**src/rtl/uart_pkg.sv**
```systemverilog
// Shared UART definitions: FSM state encoding and oversampling constants,
// used by both the transmitter and the receiver.
package uart_pkg;

  typedef enum logic [1:0] {
    S_IDLE  = 2'd0,
    S_START = 2'd1,
    S_DATA  = 2'd2,
    S_STOP  = 2'd3
  } uart_state_e;

  localparam int         OVERSAMPLE  = 16;
  localparam logic [3:0] MID_SAMPLE  = 4'd7;
  localparam logic [3:0] LAST_SAMPLE = 4'(OVERSAMPLE - 1);

endpackage

```
**src/rtl/sync2.sv**
```systemverilog
// Generic two-flop synchronizer for an asynchronous single-bit input.
// Both flops reset to RST_VAL so the output never glitches out of reset.
module sync2 #(
  parameter logic RST_VAL = 1'b1
) (
  input  logic clk,
  input  logic rst,
  input  logic d,
  output logic q
);

  logic meta;

  always_ff @(posedge clk) begin
    if (rst) begin
      meta <= RST_VAL;
      q    <= RST_VAL;
    end else begin
      meta <= d;
      q    <= meta;
    end
  end

endmodule

```
**src/rtl/uart_rx.sv**
```systemverilog
// 16x oversampled UART receiver: 1 start, DATA_BITS data (LSB first), 1 stop.
// Good words are delivered with a one-cycle valid strobe; bad stop bits with frame_err.
module uart_rx
  import uart_pkg::*;
#(
  parameter int DATA_BITS = 8
) (
  input  logic                 clk,
  input  logic                 rst,
  input  logic                 tick16,
  input  logic                 rx,
  output logic [DATA_BITS-1:0] data,
  output logic                 valid,
  output logic                 frame_err,
  output logic                 busy
);

  localparam int BW = $clog2(DATA_BITS) + 1;

  logic                 rx_s;
  uart_state_e          state;
  logic [3:0]           sub;
  logic [BW-1:0]        bitcnt;
  logic [DATA_BITS-1:0] shreg;
  logic                 armed;

  sync2 #(.RST_VAL(1'b1)) u_sync (
    .clk (clk),
    .rst (rst),
    .d   (rx),
    .q   (rx_s)
  );

  always_ff @(posedge clk) begin
    if (rst) begin
      state     <= S_IDLE;
      sub       <= '0;
      bitcnt    <= '0;
      shreg     <= '0;
      armed     <= 1'b0;
      data      <= '0;
      valid     <= 1'b0;
      frame_err <= 1'b0;
      busy      <= 1'b0;
    end else begin
      valid     <= 1'b0;
      frame_err <= 1'b0;
      unique case (state)
        S_IDLE: begin
          sub  <= '0;
          busy <= 1'b0;
          if (rx_s) armed <= 1'b1;
          // Only a high-to-low transition starts a frame; a line held low
          // after a framing error must first return high to re-arm.
          if (armed && !rx_s) begin
            state <= S_START;
            busy  <= 1'b1;
            armed <= 1'b0;
          end
        end
        S_START: begin
          if (tick16) begin
            if (sub == MID_SAMPLE) begin
              sub <= '0;
              if (!rx_s) begin
                state  <= S_DATA;
                bitcnt <= '0;
              end else begin
                state <= S_IDLE;
                busy  <= 1'b0;
              end
            end else begin
              sub <= sub + 4'd1;
            end
          end
        end
        S_DATA: begin
          if (tick16) begin
            sub <= sub + 4'd1;
            if (sub == LAST_SAMPLE) begin
              shreg  <= {rx_s, shreg[DATA_BITS-1:1]};
              bitcnt <= bitcnt + 1'b1;
              if (bitcnt == BW'(DATA_BITS - 1)) state <= S_STOP;
            end
          end
        end
        S_STOP: begin
          if (tick16) begin
            sub <= sub + 4'd1;
            // Leave at mid stop bit so a back-to-back start edge is not missed.
            if (sub == LAST_SAMPLE) begin
              if (rx_s) begin
                data  <= shreg;
                valid <= 1'b1;
              end else begin
                frame_err <= 1'b1;
              end
              state <= S_IDLE;
              busy  <= 1'b0;
            end
          end
        end
        default: state <= S_IDLE;
      endcase
    end
  end

endmodule

```
**config.mk**
```make
export PLATFORM = sky130hd
export DESIGN_NAME = uart_rx
export DESIGN_NICKNAME = d
export VERILOG_FILES = /design/src/rtl/uart_pkg.sv /design/src/rtl/sync2.sv /design/src/rtl/uart_rx.sv
export SDC_FILE = /design/constraint.sdc
export NUM_CORES = 1
export LEC_CHECK = 0
export BUFFER_PORTS_ARGS = -buffer_cell sky130_fd_sc_hd__buf_2
export CAP_MARGIN = 30
export CORE_UTILIZATION = 56
export CTS_CLUSTER_DIAMETER = 120
export DETAILED_ROUTE_END_ITERATION = 12
export PLACE_DENSITY_LB_ADDON = 0.3
export SYNTH_ARGS = -nofsm -noshare
export SYNTH_HDL_FRONTEND = slang
export SYNTH_SLANG_ARGS = --single-unit
```
**constraint.sdc**
```tcl
create_clock -name clk -period 1.8 [get_ports clk]
set_input_delay 0.09 -clock clk [delete_from_list [all_inputs] [get_ports clk]]
set_output_delay 0.09 -clock clk [all_outputs]
set_load 0.01 [all_outputs]
```
Yosys cells after proc, flatten, opt, wreduce, memory -nomap -nowiden. Cells that the tools add are included.

Output and inout bits: 11. Input bits: 4. Logic and storage cells: 79. Flip-flop bits (word level): 32.

Reduce and logical (&&, ||, !) cells: 15. Bitwise logic cells: 3. Add/sub/neg operators: 2. Equality and inequality tests: 17. Mux-type cells: 31.

Operators with widths (count): $mux 4 (8); $mux 2 (9); $ne 2x2->1 const B (9); $pmux 4 s3 (1); $reduce_and 6->1 (2); $mux 1 (10); $add 4x1->4 const B (2); $eq 4x3->1 const B (2); $pmux 2 s4 (1); $pmux 4 s2 (1); $reduce_and 8->1 (1); $eq 2x2->1 const B (2); $eq 4x4->1 const B (1); $ne 2x1->1 const B (2); $reduce_and 2->1 (2); $reduce_and 4->1 (1); $reduce_bool 2->1 (2); $reduce_or 4->1 (1); $not 1->1 (3); $pmux 1 s3 (1); $reduce_and 3->1 (1); $reduce_bool 3->1 (1); $eq 2x1->1 const B (1); $logic_not 2->1 (1); other kinds (3) (3).

Depth between registers and ports, before layout.
Depth after elaboration: 5. Depth in mapped cells: 5. Depth with buffers taken out: 4.

Modules after synthesis. Synthesis repeated with hierarchy kept, for this count alone.

Cell total of the unflattened synthesis: 160. Area total of the unflattened synthesis: 1375.1 um^2.

Modules (own cells, without submodules): uart_rx (cells an instance 156, times used 1, area an instance 1322.5 um^2, sequential area each 600.6 um^2); sync2 (cells an instance 4, times used 1, area an instance 52.6 um^2, sequential area each 40.0 um^2).

Worst setup path before layout. No wires, ideal clock.

Path type: register to register. Start: reg sub[0]. End: reg bitcnt[3]. Library setup time: 70 ps. Required time: 1730 ps. Stages on the path, launching flop included: 5. Data arrival time: 1333 ps. Period minus slack after synthesis: 1403 ps. Path slack: 397 ps. Buffers on the path: 0. Cell sequence: dfxtp_1 -> ha_1 -> nand3_2 -> or4_1 -> a21oi_1.

Longest elaborated chain between the ends: 3. Elaborated cells between the ends (all ways): 5. Classes of those cells: eq/ne (4); reduce/logical (1).

Ends and longest elaborated chain: from (decl) (line uart_rx.sv:22) `logic [3:0] sub;`; from (signal assigned) (line uart_rx.sv:73) `sub <= sub + 4'd1;`; from (signal assigned) (line uart_rx.sv:79) `sub <= sub + 4'd1;`; from (signal assigned) (line uart_rx.sv:89) `sub <= sub + 4'd1;`; $eq 4x4->1 or $eq 4x3->1 (tied branches) (line uart_rx.sv:80, uart_rx.sv:63); $ne 2x2->1 (no line); $reduce_and 6->1 (no line) *; to (signal assigned) (line uart_rx.sv:82) `bitcnt <= bitcnt + 1'b1;`; to (decl) (line uart_rx.sv:23) `logic [BW-1:0] bitcnt;`.

Mark *: on every way between the ends. The rest lies on a longest branch, timed or not. A chain may end at the register's enable or synchronous reset.

Final worst setup path.
Start: reg sub[0]. End: reg bitcnt[0].

The elaborated chain is that of the path after synthesis.

==> impl_metrics.yaml <==
run_status:
  status: "finished, final reports clean"
detailed_routing:
  ant_nets: 0
  num_vias: 1234
  drt-wirelength-per-cell_um: 14.1
  firstDrtPassIters: 4
  post_drt_via_cell_ratio: 6.11
  drcViolationCount: 0
  finalWirelength_mm: 2.84
  drt_iter0_drc: 30
final_layout:
  n_fill_cell: 180
  utilization: 0.669
  syn_to_final_growth_pct: 8.47
  layout-drive-gt1-share: 0.178
  antenna_cells: 0
  instances_no_fill: 202
  fin_nets: 179
die:
  io_pins: 15
  die_w_um: 52.3
  die_h_um: 52.3
  dieArea_sq_mm: 0.00274
  initial_core_util: 0.617
  core_sq_mm: 0.00230
  floorplan.rows: 17
setup_path:
  path_max_fanout: 8
  cp-end-kind: "flop"
  cp.required_ps: 2060
  worst-setup-path-type: "flop to flop"
  crit_chain: "ha_1 > nand3_2 > buf_4 > or3_1 > a21oi_1"
  cpMaxStageDelayCell: "dfxtp_1"
  worst_path_largest_cell_delay_ps: 380
  cp.arrival_ps: 1880
  start_kind: "flop"
hold_path:
  hold_path_class: "input port to flop"
clock_tree:
  cts_tree: "built"
  clk_pin_slew_worst_paths_ps: 90
  cts_root_buf: "clkbuf_4"
  ctsHoldBuffers: 1
  cts_setup_buffers: 0
  cts.sinks: 32
  cts_buffer_depth: 2
  clk_latency_ps: 330
  cts_inserted_buffers: 5
  post_cts_resized: 0
  htreeDepth: 2
grt:
  track_usage: 0.240
  grt_pass1_wl_mm: 4.71
  grt-ovfl-total: 0
  grt_pass1_vias: 1039
  grt_max_degree: 26
  antenna_found_initial: 0
logic_synthesis:
  synth_warnings: 0
  yosysSeqAreaShare: 0.452
  synthMostInstantiatedCell: "dfxtp_1"
  synth_nets: 170
  yosys-top-cells-count: "dfxtp_1, a21oi_1, nand3_1"
  synth_edf_count: 0
  async_flop_share: 0
  syn_avg_cell_area_sq_um: 8.64
  yosysTopAreaCell: "dfxtp_1"
  synth.area.top_cells: "dfxtp_1, a21oi_1, nand3_1"
  yosysUniqueCellTypes: 39
  netlist_instances: 164
  syn_area_sq_mm: 0.00142
  synthFlopType: "dfxtp_1"
  yosysTopAreaCellShare: 0.452
  ys_ff_latch: 32
placement:
  preCtsSetupSlack_ps: 219
  gp_congestion: 0.771
  dpl.cell_count: 193
  io_buffer_count: 14
  dp_hpwl_mm: 1.89
power_and_ir_drop:
  power_density_mw_per_mm2: 831
  worst_ir_drop_vdd_uv: 717
  power.leakage_nw: 0.586
sta:
  hold_slack_ps: 104
  max_slew_margin: 0.594
  period_share: 0.899
  finalSetupTns_ps: 0
  fin_crit_ps: 1620
  finalHoldViolations: 0
  setup_violations: 0
  drv_slew: 0
  layout_setup_ws_ps: 182
  rsz0062_at_grt: "no"
  fin_skew_ps: 12.4
  tightest_slew_ps: 602
  max_freq_ghz: 0.618
run:
  drv_cap: 0
-- power by group --
part           internal (W)  switching, W  total (W)
clock              0.000291      0.000236   0.000527
sequential         0.000713    0.00000692   0.000720
combinational     0.0000126     0.0000198  0.0000323
total               0.00102      0.000262    0.00128
-- layer usage --
metal / up-vias / track usage / wire [um]
li1: 619 / - / -
met1: 573 / 0.315 / 1360
met2: 35 / 0.348 / 1290
met3: 7 / 0.0696 / 139
met4: 0 / 0.136 / 52
met5: - / 0 / 0
-- placed cells by master (no fill, tap or decap), types with 2 or more instances in the layout --
master    Yosys  layout
inv_1         2       2
nand2_1       5       5
and3_1        2       2
or4_1         2       2
nand4_1       3       3
a21oi_1      24      24
o21ai_0      21      21
nor2_1        5       5
clkbuf_4      0       5
buf_2         3      14
nor3_1        2       2
ha_1          2       2
or2_2         3       3
nand3_1      22      22
dfxtp_1      32      32
buf_4         3       2
o31ai_1       2       2
nand2b_1      3       3
-- worst max-delay path, delay by kind of cell, from the launching register on --
kind	cells	cell delay (ps)
compound gates	1	150
buf+inv	1	200
flops	1	380
simple gates	2	510
fa+ha+maj	1	320
-- layout make-up --
cell class,instances,area [sq um],area share
inverters,2,7.51,0.00488
clock buffers,6,41.3,0.0269
clock inverters,2,35.0,0.0228
multi-input cells,115,683,0.444
flip-flops and latches,32,641,0.417
repair buffers,17,95.1,0.0618
well taps,28,35.0,0.0228
-- stage by stage --
step	total power, W	cell area (sq um)
global placement	0.000765	1450
detailed placement	0.000766	1450
finish	0.00128	1540
CTS	0.00129	1540
global route	0.00133	1540
floorplan	0.000758	1420
-- kinds of logic (layout without fill, tap and decap cells) --
| family | Yosys count | after routing | share of synthesized area |
|---|---|---|---|
| and+or+nand+nor | 60 | 60 | 0.252 |
| AOI/OAI and AO/OA | 52 | 52 | 0.206 |
| DFF | 32 | 32 | 0.452 |
| buffers and inverters | 17 | 27 | 0.0662 |
| adders and majority gates | 2 | 2 | 0.0176 |
| xor gates and xnor gates | 1 | 1 | 0.00618 |
-- sequential cells by signal, indices dropped and copies added (netlist names), named ones only --
name         count
frame_err        1
shreg            8
sub              4
state            1
u_sync.meta      1
data             8
armed            1
valid            1
u_sync.q         1
bitcnt           4
busy             1
-- final timing paths --
| path | from | endpoint | slack, ps | cells past startpoint |
|---|---|---|---|---|
| setup reg to reg | sub[0] | bitcnt[0] | 180 | 5 |
| hold reg to reg | u_sync.meta | u_sync.q | 420 | 1 |
| setup / recovery | sub[0] | bitcnt[0] | 180 | 5 |
| hold / removal | tick16 | sub[1] | 100 | 3 |
No activity file was read; power rests on OpenSTA's default activity.
